==> src/rtl/pin_lock_pkg.sv <==
// Shared types and helpers for the PIN lock controller.
// Provides the state/y_out encoding and the BCD validity check.
package pin_lock_pkg;

    typedef enum logic [1:0] {
        ST_LOCKED   = 2'b00,
        ST_UNLOCKED = 2'b01,
        ST_BLOCKED  = 2'b10,
        ST_PROGRAM  = 2'b11
    } state_t;

    localparam int unsigned MAX_DIGITS = 16;
    localparam int unsigned CODE_MAX_W = 4 * MAX_DIGITS;

    // Fixed-bound loop with a digit mask so the check unrolls for any DIGITS.
    function automatic logic is_bcd(input logic [CODE_MAX_W-1:0] code,
                                    input int unsigned digits);
        logic ok;
        ok = 1'b1;
        for (int unsigned i = 0; i < MAX_DIGITS; i++) begin
            if (i < digits && code[4*i +: 4] > 4'd9) ok = 1'b0;
        end
        return ok;
    endfunction

endpackage

==> src/rtl/pin_lock_ctrl_match.sv <==
// Combinational code classifier: BCD validity and comparison against
// the stored user PIN and the master code.
module bcd_code_match
    import pin_lock_pkg::*;
#(
    parameter int unsigned DIGITS = 2
) (
    input  logic [4*DIGITS-1:0] code,
    input  logic [4*DIGITS-1:0] pin,
    input  logic [4*DIGITS-1:0] master,
    output logic                bcd_ok,
    output logic                eq_pin,
    output logic                eq_master
);

    always_comb begin
        bcd_ok    = is_bcd(CODE_MAX_W'(code), DIGITS);
        eq_pin    = (code == pin);
        eq_master = (code == master);
    end

endmodule

==> src/rtl/pin_lock_ctrl.sv <==
// N-digit PIN lock: try counter with lockout, master-code recovery,
// auto-relock timer and user PIN programming. All outputs registered.
module pin_lock_ctrl
    import pin_lock_pkg::*;
#(
    parameter int unsigned          DIGITS        = 2,
    parameter int unsigned          MAX_TRIES     = 3,
    parameter logic [4*DIGITS-1:0]  USER_PIN_INIT = 'h03,
    parameter logic [4*DIGITS-1:0]  MASTER_PIN    = 'h80,
    parameter int unsigned          UNLOCK_CYCLES = 8
) (
    input  logic                             clock,
    input  logic                             reset,
    input  logic [4*DIGITS-1:0]              x_in,
    input  logic                             x_valid,
    input  logic                             prog_en,
    output logic [1:0]                       y_out,
    output logic [$clog2(MAX_TRIES+1)-1:0]   tries_left,
    output logic                             alarm,
    output logic                             err
);

    localparam int unsigned W   = 4 * DIGITS;
    localparam int unsigned TW  = $clog2(MAX_TRIES + 1);
    localparam int unsigned TMW = $clog2(UNLOCK_CYCLES + 1);
    localparam logic [TW-1:0]  TRIES_MAX = TW'(MAX_TRIES);
    localparam logic [TMW-1:0] TIMER_MAX = TMW'(UNLOCK_CYCLES);

    state_t         state;
    logic [W-1:0]   pin;
    logic [TMW-1:0] timer;
    logic           bcd_ok;
    logic           eq_pin;
    logic           eq_master;
    logic           timer_last;

    bcd_code_match #(
        .DIGITS(DIGITS)
    ) u_match (
        .code      (x_in),
        .pin       (pin),
        .master    (MASTER_PIN),
        .bcd_ok    (bcd_ok),
        .eq_pin    (eq_pin),
        .eq_master (eq_master)
    );

    // Relock on the idle cycle that would take the timer to zero, so an idle
    // UNLOCKED/PROGRAM stretch lasts exactly UNLOCK_CYCLES cycles.
    assign timer_last = (timer <= TMW'(1));
    assign y_out      = state;

    always_ff @(posedge clock or posedge reset) begin
        if (reset) begin
            state      <= ST_LOCKED;
            tries_left <= TRIES_MAX;
            alarm      <= 1'b0;
            err        <= 1'b0;
            pin        <= USER_PIN_INIT;
            timer      <= '0;
        end else begin
            err <= 1'b0;
            case (state)
                ST_LOCKED: begin
                    if (x_valid) begin
                        if (!bcd_ok) begin
                            err <= 1'b1;
                        end else if (eq_pin || eq_master) begin
                            state      <= ST_UNLOCKED;
                            tries_left <= TRIES_MAX;
                            timer      <= TIMER_MAX;
                        end else if (tries_left <= TW'(1)) begin
                            tries_left <= '0;
                            state      <= ST_BLOCKED;
                            alarm      <= 1'b1;
                        end else begin
                            tries_left <= tries_left - TW'(1);
                        end
                    end
                end
                ST_BLOCKED: begin
                    if (x_valid) begin
                        if (!bcd_ok) begin
                            err <= 1'b1;
                        end else if (eq_master) begin
                            state      <= ST_LOCKED;
                            tries_left <= TRIES_MAX;
                            alarm      <= 1'b0;
                        end
                    end
                end
                ST_UNLOCKED: begin
                    if (prog_en) begin
                        state <= ST_PROGRAM;
                        timer <= TIMER_MAX;
                        if (x_valid && !bcd_ok) err <= 1'b1;
                    end else if (x_valid && bcd_ok) begin
                        state <= ST_LOCKED;
                        timer <= '0;
                    end else begin
                        if (x_valid) err <= 1'b1;
                        if (timer_last) begin
                            state <= ST_LOCKED;
                            timer <= '0;
                        end else begin
                            timer <= timer - TMW'(1);
                        end
                    end
                end
                ST_PROGRAM: begin
                    if (x_valid && bcd_ok && eq_master) begin
                        err   <= 1'b1;
                        timer <= TIMER_MAX;
                    end else if (x_valid && bcd_ok) begin
                        pin   <= x_in;
                        state <= ST_LOCKED;
                        timer <= '0;
                    end else begin
                        if (x_valid) err <= 1'b1;
                        if (timer_last) begin
                            state <= ST_LOCKED;
                            timer <= '0;
                        end else begin
                            timer <= timer - TMW'(1);
                        end
                    end
                end
                default: state <= ST_LOCKED;
            endcase
        end
    end

endmodule

==> config.mk <==
export PLATFORM = sky130hd
export DESIGN_NAME = pin_lock_ctrl
export DESIGN_NICKNAME = d
export VERILOG_FILES = /design/src/rtl/pin_lock_pkg.sv /design/src/rtl/pin_lock_ctrl_match.sv /design/src/rtl/pin_lock_ctrl.sv
export SDC_FILE = /design/constraint.sdc
export NUM_CORES = 1
export LEC_CHECK = 0
export CAP_MARGIN = 20
export CORE_MARGIN = 4
export CORE_UTILIZATION = 59
export CTS_BUF_LIST = sky130_fd_sc_hd__clkbuf_4
export DETAILED_ROUTE_END_ITERATION = 7
export PLACE_DENSITY = 0.92
export SLEW_MARGIN = 20
export SYNTH_ARGS = -nofsm -noshare
export SYNTH_HDL_FRONTEND = slang
export SYNTH_HIERARCHICAL = 1
export SYNTH_SLANG_ARGS = --single-unit
==> constraint.sdc <==
create_clock -name clock -period 3.2 [get_ports clock]
set_clock_uncertainty 0.15 [all_clocks]
set_input_delay 0.64 -clock clock [delete_from_list [all_inputs] [get_ports clock]]
set_output_delay 0.64 -clock clock [all_outputs]
set_load 0.01 [all_outputs]
==> results of run 1 <==
==> placed cells by master (no fill, tap or decap), types with 3 or more instances in the layout <==
cell type,instances
o21ai_0,6
xnor2_1,16
inv_1,5
dfrtp_1,14
mux2_2,8
dfstp_2,4
conb_1,8
clkdlybuf4s50_1,17
nand2_1,5
clkbuf_4,3
nand4_1,4
a21oi_1,7
nor2_1,10
==> cells by family (layout without fill, tap and decap cells) <==
group	after synthesis	count (layout)	share of synthesized area, %
AOI/OAI and AO/OA	25	25	14.3
xor gates and xnor gates	16	16	12.7
adders and majority gates	2	2	2.27
buffers and inverters	8	27	3.29
DFF	18	18	41.3
muxes	9	9	9.08
other	2	8	0.681
and+or+nand+nor	33	33	16.3
==> registers in the layout, summed over array words and instances (netlist names) <==
signal,flops
alarm,1
err,1
pin,8
timer,4
tries_left,2
y_out,2
==> how the worst min path moves through the flow <==
stage                    end          start  slack [ns]
4_1_cts        tries_left[1]  tries_left[1]        0.38
6_report       tries_left[1]  tries_left[1]        0.37
2_1_floorplan       timer[2]       timer[2]        0.34
3_3_place_gp           alarm          alarm        0.36
5_1_grt               pin[3]         pin[3]        0.41
3_5_place_dp           alarm          alarm        0.36
==> worst min-delay path, delay by kind of cell (launching register included) <==
family / cells / cell delay, ns
DFF: 1 / 0.40
AOI/OAI and AO/OA: 2 / 0.13
==> synthesized netlist by cell type (all sizes together), types with 2 or more instances <==
cell and number:
a21oi 7, and3b 2, buf 3, conb 2
dfrtp 14, dfstp 4, ha 2, inv 5
mux2 8, nand2 6, nand2b 2, nand3 2
nand4 4, nor2 10, nor3 3, o21ai 8
xnor2 16
==> metrics by stage <==
stage / power (uW) / std cells / worst slack (ns)
final: 572 / 163 / 0.767
after global routing: 617 / 163 / 0.592
after CTS: 577 / 163 / 0.763
after detailed placement: 464 / 159 / 0.439
after global placement: 452 / 159 / 0.490
after floorplan: 404 / 119 / 1.18
==> power by group through the flow <==
stage	Clock, uW	Combinational, uW	Sequential (uW)
2_1_floorplan	0	123	281
6_report	112	172	289
4_1_cts	116	173	288
3_3_place_gp	0	161	291
5_1_grt	128	194	294
3_5_place_dp	0	172	292
==> layer usage <==
layer	vias up	global-route usage, %	part of all wire [%]
li1	437	-	-
met5	-	0	0
met2	20	29.8	47
met4	0	7.86	1.8
met3	5	3.50	4.5
met1	407	25.5	47
==> cell type report <==
type | count | area (um2) | share of cell area, %
Tap cell | 25 | 31.3 | 2.33
Sequential cell | 18 | 455 | 33.9
Clock inverter | 1 | 3.75 | 0.280
Clock buffer | 3 | 22.5 | 1.68
Multi-Input combinational cell | 93 | 633 | 47.2
Inverter | 5 | 18.8 | 1.40
Timing Repair Buffer | 18 | 178 | 13.2
==> metrics.md, run 1 <==
| Metric | Value |
|---|---|
| Ports | `18` |
| Die X | `51.2 um` |
| Reg2reg end | `timer[2]` |
| Top_reg_cell synth | `dfrtp_1` |
| Vias per cell | `5.33` |
| Post-CTS Setup Inserts | `0` |
| RSZ-0062 raised after global routing | `no` |
| Syn Area/Cell | `9.75 um2` |
| Hold Fails Final Rpt | `0` |
| Switching share of power | `32.4%` |
| Mapped cell area | `1100 um2` |
| Critical Path RT | `3.23 ns` |
| Crit path max-delay family | `simple AND/OR/NAND/NOR gates` |
| Dominant cells by area after synthesis | `dfrtp_1, xnor2_1, dfstp_2` |
| Peak VDD IR | `0.000465 V` |
| Core Box Area | `1750 um2` |
| Share of cells above drive strength 1 | `13.8%` |
| R2R depth | `7` |
| Skew-Pair Late Insertion Delay | `0.29 ns` |
| Yosys warns | `6` |
| Fin crit period | `2.43 ns` |
| WS Path Type | `in2reg` |
| Status | `complete, no violations` |
| Worst-path cell chain | `clkdlybuf4s50_1 > o21ai_0 > and2_1 > nand2_2 > nor3_4 > mux2_2` |
| Fin area | `1340 um2` |
| Post-synth top area share | `31.8%` |
| CTS tree | `yes` |
| Setup crit end | `pin[2]` |
| Antenna violations before repair | `0` |
| Max Cap Violations | `0` |
| Congestion Overflow GR | `0` |
| Hpwl dp | `1700 um` |
| R2r setup slk | `1.27 ns` |
| Hold_ws | `0.372 ns` |
| Async set-or-reset flop fraction in the synthesized netlist | `100%` |
| First-pass GRT wire length | `3730 um` |
| FP Rows | `15` |
| PostCTS Resize Cnt | `0` |
| Power Internal | `387 uW` |
| Final design utilization | `76.9%` |
| Power Dens Cells | `426 nW/um2` |
| Yosys reg bits | `18` |
| Setup-failing EPs final | `0` |
| IO Port Bufs | `17` |
| Die height | `51.2 um` |
| Worst path max stage delay | `0.50 ns` |
| CTS Buf Count | `3` |
| Leakage Power | `0.000542 uW` |
| Filler Cell Count | `126` |
| Clock sinks | `18` |
| Clk pin slew, worst setup/hold paths | `0.10 ns` |
| CP Launch Point | `x_in[1]` |
| H-tree levels | `1` |
| Clk buf depth | `2` |
| Vias in the first global route | `858` |
| Startpoint types | `input pin` |
| Clk pwr share | `19.5%` |
| Worst-path maximum fanout | `8` |
| Area leader, netlist | `dfrtp_1` |
| Post-synth EDFFs | `0` |
| Worst-Margin Slew | `0.647 ns` |
| Die area | `2620 um2` |
| Largest net degree at the start of global routing | `19` |
| WP depth | `6` |
| # DRC | `0` |
| Cell at the slowest stage of the critical path | `clkdlybuf4s50_1` |
| Post-DRT Antenna Nets | `0` |
| 1st-pass router iterations | `4` |
| Fin nets | `153` |
| 1st-iter DRT viols | `19` |
| Final worst-path cycle share | `76.0%` |
| Combinational share of power | `30.0%` |
| # diodes | `0` |
| GPL Wtd Cong | `0.815` |
| Max Slew Vio Count | `0` |
| CTS Hold Bufs | `0` |
| Synthesized instance count | `113` |
| WL/cell | `12.7 um` |
| R2R Path Start | `pin[1]` |
| Sequential-to-total area share from yosys stat | `41.3%` |
| CP Capture Type | `flip-flop` |
| Slew margin rel. | `56.8%` |
| Max frequency | `0.411 GHz` |
| Buf+Inv Stages, Crit Path | `1` |
| Net switching power | `185 uW` |
| Detailed Route WL | `2080 um` |
| Library cells used by synthesis | `36` |
| Starting density of the core | `63.2%` |
| DR vias | `869` |
| GR Util All Layers | `18.9%` |
| Worst Path Arrival | `2.46 ns` |
| Setup TNS | `0 ns` |
| Min-Delay Path Class | `reg2reg` |
| Hold Path Stages | `2` |
| Placed inst area | `1320 um2` |
| Seq pwr share | `50.4%` |
| CTS root buf | `clkbuf_4` |
| Area growth from synthesis to layout | `21.8%` |
(Power assumes the default switching activity.)
==> run 2, diff against run 1 <==
--- a/config.mk
+++ b/config.mk
@@ -7,10 +7,10 @@
 export LEC_CHECK = 0
 export CAP_MARGIN = 20
 export CORE_MARGIN = 4
-export CORE_UTILIZATION = 59
+export CORE_UTILIZATION = 49
 export CTS_BUF_LIST = sky130_fd_sc_hd__clkbuf_4
 export DETAILED_ROUTE_END_ITERATION = 7
-export PLACE_DENSITY = 0.92
+export PLACE_DENSITY = 0.82
 export SLEW_MARGIN = 20
 export SYNTH_ARGS = -nofsm -noshare
 export SYNTH_HDL_FRONTEND = slang
==> constraint.sdc (replaced) <==
create_clock -name clock -period 2.1 [get_ports clock]
set_clock_uncertainty 0.15 [all_clocks]
set_input_delay 0.42 -clock clock [delete_from_list [all_inputs] [get_ports clock]]
set_output_delay 0.42 -clock clock [all_outputs]
set_load 0.01 [all_outputs]
==> metrics.md, run 2 (synthesis results as in run 1) <==
| Metric | Value |
|---|---|
| Worst-path cell chain | `clkdlybuf4s50_1` |
| Buf+Inv Stages, Crit Path | `1 (unchanged)` |
| 1st-iter DRT viols | `14 (-5)` |
| DR vias | `964 (+11%)` |
| Die height | `55.4 um (+8.2%)` |
| RSZ-0062 raised after global routing | `no` |
| Largest registers | `pin x8, timer x4` |
| Vias in the first global route | `1037 (+21%)` |
| H-tree levels | `1 (unchanged)` |
| Die area | `3070 um2 (+17%)` |
| Clk buf depth | `2 (unchanged)` |
| Worst Path Arrival | `1.41 ns (-1.05 ns)` |
| Max frequency | `0.506 GHz` |
| FP Rows | `16 (+1)` |
| Worst-path maximum fanout | `5 (-3)` |
| Hold Fails Final Rpt | `0 (unchanged)` |
| Clock sinks | `18 (unchanged)` |
| WL/cell | `13.7 um (+7.2%)` |
| Startpoint types | `flip-flop` |
| Die X | `55.4 um (+8.2%)` |
| Fin crit period | `1.98 ns` |
| Worst path max stage delay | `0.58 ns (+0.08 ns)` |
| Filler Cell Count | `160 (+27%)` |
| Setup-failing EPs final | `0 (unchanged)` |
| Cell at the slowest stage of the critical path | `dfstp_2` |
| Largest net degree at the start of global routing | `19 (unchanged)` |
| Commonest cells after routing, fill and taps aside | `buf_4, xnor2_1, dfrtp_1` |
| Status | `complete, no violations` |
| Clk pin slew, worst setup/hold paths | `0.11 ns (about the same)` |
| Setup TNS | `0 ns (unchanged)` |
| Dpl cells | `177 (+11%)` |
| Ports | `18 (unchanged)` |
| Met2 Use GR | `32.1% (+2.3 points)` |
| Post-DRT Antenna Nets | `0 (unchanged)` |
| 1st-pass router iterations | `4 (unchanged)` |
| CTS tree | `yes` |
| Peak VDD IR | `0.000476 V (+2.3%)` |
| Core Box Area | `2040 um2 (+17%)` |
| Final worst-path cycle share | `94.1%` |
| Min-Delay Path Class | `in2async` |
| IO Port Bufs | `17 (unchanged)` |
| Pwr Total | `944 uW (+65%)` |
| # diodes | `0 (unchanged)` |
| Final design utilization | `74.6% (-2.3 points)` |
| WS Path Type | `reg2out` |
| Leakage Power | `0.000705 uW (+30%)` |
| Post-Layout Cell Count | `182 (+12%)` |
| CTS Hold Bufs | `0 (unchanged)` |
| Detailed Route WL | `2490 um (+20%)` |
| Congestion Overflow GR | `0 (unchanged)` |
| CTS Buf Count | `3 (unchanged)` |
| GPL Wtd Cong | `0.813 (-0.31%)` |
| Biggest register | `pin` |
| # DRC | `0 (unchanged)` |
| Share of cells above drive strength 1 | `27.1% (+13 points)` |
| Setup WS post-layout | `0.124 ns (-0.643 ns)` |
| Max reg flops | `8 (unchanged)` |
| Most common cell after layout, fill and taps aside | `buf_4` |
| Max Slew Vio Count | `0 (unchanged)` |
| Gr busiest metal | `met2` |
| Pre-CTS WS | `-0.326 ns (-0.765 ns)` |
| Area growth from synthesis to layout | `38.3%` |
| First-pass GRT wire length | `4290 um (+15%)` |
| Hpwl dp | `1820 um (+7.7%)` |
| Starting density of the core | `54.0% (-9.2 points)` |
| Max Cap Violations | `0 (unchanged)` |
| Skew-Pair Late Insertion Delay | `0.29 ns (about the same)` |
| Crit path max-delay family | `flip-flops` |
| Antenna violations before repair | `0 (unchanged)` |
| CP Capture Type | `output port` |
| Fin nets | `170 (+11%)` |
| CTS root buf | `clkbuf_4` |
| Grt met3 use | `3.26% (-0.24 points)` |
| GR Util All Layers | `17.1% (-1.7 points)` |
| Power Dens Cells | `620 nW/um2 (+45%)` |
| GR met1 Demand/Resource | `18.1% (-7.3 points)` |
| Vias per cell | `5.30 (-0.65%)` |
| Critical Path RT | `1.53 ns (-1.70 ns)` |
## run 2: cell count changes in the layout (fill, tap and decap cells not counted), sizes merged
cell | previous run | this run
buf | 1 | 18
clkbuf | 3 | 4
clkdlybuf4s50 | 17 | 9
clkinv | 1 | 0
dlymetal6s2s | 0 | 8
## run 2: repair_timing
item,in CTS,in global routing
pin swaps,0,6
endpoints found under the hold margin,0,0
endpoints found under the setup margin,1,17
cloned,0,0
resized for setup,2,15
buffers inserted,0,1
## run 2: worst paths after layout
| kind | endpoint | slack, ns | startpoint | cells past startpoint |
|---|---|---|---|---|
| min in group clock | pin[0] | 0.31 | x_in[0] | 2 |
| max in group asynchronous | tries_left[0] | 1.26 | reset | 3 |
| hold reg to reg | tries_left[1] | 0.37 | tries_left[1] | 2 |
| hold / removal | timer[1] | 0.28 | reset | 3 |
| setup reg to reg | timer[2] | 0.26 | pin[0] | 7 |
| setup / recovery | tries_left[1] | 0.12 | tries_left[1] | 1 |
## run 2: stage by stage
stage | area, um2 | hold WS [ns]
after CTS | 1480 | 0.283
final | 1520 | 0.277
after detailed placement | 1440 | 0.357
after global routing | 1520 | 0.298
after floorplan | 1120 | 0.206
after global placement | 1440 | 0.335
## run 2: report_power, final
part	total [uW]	internal [uW]	switching, uW
registers	422	390	32.2
clock network	195	86.7	108
logic	327	158	169
## run 2: cell type report
type / instances / area (um2) / area share [%]
flip-flops and latches: 18 / 455 / 29.9
multi-input cells: 93 / 661 / 43.3
inverters: 5 / 18.8 / 1.23
well taps: 27 / 33.8 / 2.22
clock buffers: 4 / 30.0 / 1.97
repair buffers: 35 / 325 / 21.3
## run 2: per-layer routing
metal,vias up,part of all wire [%]
li1,469,-
met1,474,39
met2,17,55
met3,4,3.9
met4,0,1.9
met5,-,0
==> run 3, diff against run 2 <==
--- a/config.mk
+++ b/config.mk
@@ -6,11 +6,13 @@
 export NUM_CORES = 1
 export LEC_CHECK = 0
 export CAP_MARGIN = 20
+export CELL_PAD_IN_SITES_DETAIL_PLACEMENT = 1
+export CELL_PAD_IN_SITES_GLOBAL_PLACEMENT = 2
 export CORE_MARGIN = 4
-export CORE_UTILIZATION = 49
+export CORE_UTILIZATION = 31
 export CTS_BUF_LIST = sky130_fd_sc_hd__clkbuf_4
 export DETAILED_ROUTE_END_ITERATION = 7
-export PLACE_DENSITY = 0.82
+export PLACE_DENSITY = 0.83
 export SLEW_MARGIN = 20
 export SYNTH_ARGS = -nofsm -noshare
 export SYNTH_HDL_FRONTEND = slang
==> metrics.md, run 3 (synthesis results as in run 1) <==
| Metric | Value |
|---|---|
| WL/cell | `13.6 um (about the same)` |
| Min-Delay Path Class | `in2async` |
| Grt met3 use | `2.83% (-0.43 points)` |
| WS Path Type | `reg2out` |
| GR met1 Demand/Resource | `16.4% (-1.7 points)` |
| H-tree levels | `1 (unchanged)` |
| Biggest register | `pin` |
| Fin nets | `165 (-2.9%)` |
| CTS tree | `yes` |
| Setup TNS | `0 ns (unchanged)` |
| Vias in the first global route | `1059 (+2.1%)` |
| Clk buf depth | `2 (unchanged)` |
| Critical Path RT | `1.53 ns (about the same)` |
| Die X | `67.6 um (+22%)` |
| Power Dens Cells | `597 nW/um2 (-3.6%)` |
| Dpl cells | `192 (+8.5%)` |
| Congestion Overflow GR | `0 (unchanged)` |
| R2R Path Start | `pin[0]` |
| Largest net degree at the start of global routing | `19 (unchanged)` |
| Fin crit period | `1.98 ns (+0.00809 ns)` |
| Final worst-path cycle share | `94.5% (+0.39 points)` |
| Status | `complete, no violations` |
| Post-DRT Antenna Nets | `0 (unchanged)` |
| Commonest cells after routing, fill and taps aside | `xnor2_1, buf_4, dfrtp_1` |
| Clk pin slew, worst setup/hold paths | `0.11 ns (about the same)` |
| Most common cell after layout, fill and taps aside | `xnor2_1` |
| GPL Wtd Cong | `0.743 (-8.5%)` |
| # diodes | `0 (unchanged)` |
| Hpwl dp | `2130 um (+17%)` |
| Max Slew Vio Count | `0 (unchanged)` |
| Buf+Inv Stages, Crit Path | `1 (unchanged)` |
| Crit path max-delay family | `flip-flops` |
| CP Capture Type | `output port` |
| Post-CTS Setup Inserts | `0 (unchanged)` |
| Leakage Power | `0.000674 uW (-4.4%)` |
| R2r setup slk | `0.21 ns (-0.05 ns)` |
| Vias per cell | `4.80 (-9.5%)` |
| Max frequency | `0.504 GHz (-0.41%)` |
| DR vias | `940 (-2.5%)` |
| Pwr Total | `896 uW (-5.1%)` |
| Clock sinks | `18 (unchanged)` |
| 1st-pass router iterations | `4 (unchanged)` |
| # DRC | `0 (unchanged)` |
| CTS Hold Bufs | `0 (unchanged)` |
| Worst-path cell chain | `clkdlybuf4s50_1` |
| GR Util All Layers | `13.9% (-3.2 points)` |
| Startpoint types | `flip-flop` |
| Cell at the slowest stage of the critical path | `dfstp_2` |
| RSZ-0062 raised after global routing | `no` |
| Met2 Use GR | `24.2% (-7.9 points)` |
| FP Rows | `21 (+5)` |
| Antenna violations before repair | `0 (unchanged)` |
| Starting density of the core | `32.5% (-21 points)` |
| Detailed Route WL | `2670 um (+7.6%)` |
| Post-Layout Cell Count | `196 (+7.7%)` |
| Share of cells above drive strength 1 | `25.3% (-1.8 points)` |
| Gr busiest metal | `met2` |
| 1st-iter DRT viols | `38 (+24)` |
| CTS Buf Count | `3 (unchanged)` |
| Peak VDD IR | `0.000186 V (-61%)` |
| Core Box Area | `3390 um2 (+66%)` |
| CTS root buf | `clkbuf_4` |
| Filler Cell Count | `394 (+150%)` |
| Reg2reg end | `timer[2]` |
| Skew-Pair Late Insertion Delay | `0.29 ns (about the same)` |
| IO Port Bufs | `17 (unchanged)` |
| Hold Fails Final Rpt | `0 (unchanged)` |
| Die area | `4570 um2 (+49%)` |
| Setup-failing EPs final | `0 (unchanged)` |
| Worst Path Arrival | `1.41 ns (about the same)` |
| Worst-path maximum fanout | `5 (unchanged)` |
| First-pass GRT wire length | `4760 um (+11%)` |
| Max reg flops | `8 (unchanged)` |
| Max Cap Violations | `0 (unchanged)` |
| Hold_ws | `0.284 ns (+0.00741 ns)` |
| Die height | `67.6 um (+22%)` |
| Ports | `18 (unchanged)` |
| R2R depth | `7 (unchanged)` |
| Area growth from synthesis to layout | `36.2%` |
| Worst path max stage delay | `0.58 ns (about the same)` |
| Largest registers | `pin x8, timer x4` |
run 3: changes by cell type in the layout (fill, tap and decap cells not counted), sizes merged:
cell / before / now
clkinv: 0 / 1
dlymetal6s2s: 8 / 6
dlygate4sd2: 0 / 2
buf: 18 / 13
clkbuf: 4 / 3
run 3: how the worst max path moves through the flow:
stage / start / endpoint / slack (ns) / depth (start not counted)
floorplan: x_in[2] / pin[2] / 0.30 / 5
global placement: x_in[7] / timer[3] / -0.30 / 9
detailed placement: x_in[3] / timer[3] / -0.34 / 9
CTS: x_in[7] / pin[3] / 0.005 / 8
global route: y_out[1] / y_out[1] / 0.04 / 1
finish: tries_left[0] / tries_left[0] / 0.12 / 1
run 3: layout make-up:
cell class / instances / area (um2) / share of cell area [%]
Clock buffer: 3 / 22.5 / 1.50
Timing Repair Buffer: 30 / 280 / 18.7
Clock inverter: 1 / 3.75 / 0.250
Sequential cell: 18 / 458 / 30.5
Tap cell: 46 / 57.6 / 3.83
Multi-Input combinational cell: 93 / 661 / 44.0
Inverter: 5 / 18.8 / 1.25
run 3: per-layer routing:
metal | vias up | wire length (um)
met5 | - | 0
met4 | 0 | 46
met3 | 4 | 61
met2 | 9 | 1420
met1 | 470 | 1150
li1 | 457 | -
run 3: what timing repair did:
item,in CTS,in global routing
setup endpoints to repair,8,16
pin swaps,0,5
resized for setup,5,11
run 3: per-stage QoR:
step / utilization [%] / setup WS (ns) / area, um2
floorplan: - / 0.299 / 1120
global placement: 42.3 / -0.302 / 1430
detailed placement: 42.3 / -0.342 / 1430
CTS: 43.2 / 0.00549 / 1470
global route: 44.3 / 0.0443 / 1500
finish: 44.3 / 0.116 / 1500
run 3: where the power goes:
part / switching, uW / internal [uW] / leakage, uW
Sequential: 53.4 / 391 / 0.000216
Clock: 111 / 69.0 / 0.0000154
Combinational: 132 / 139 / 0.000443
Total: 297 / 600 / 0.000674
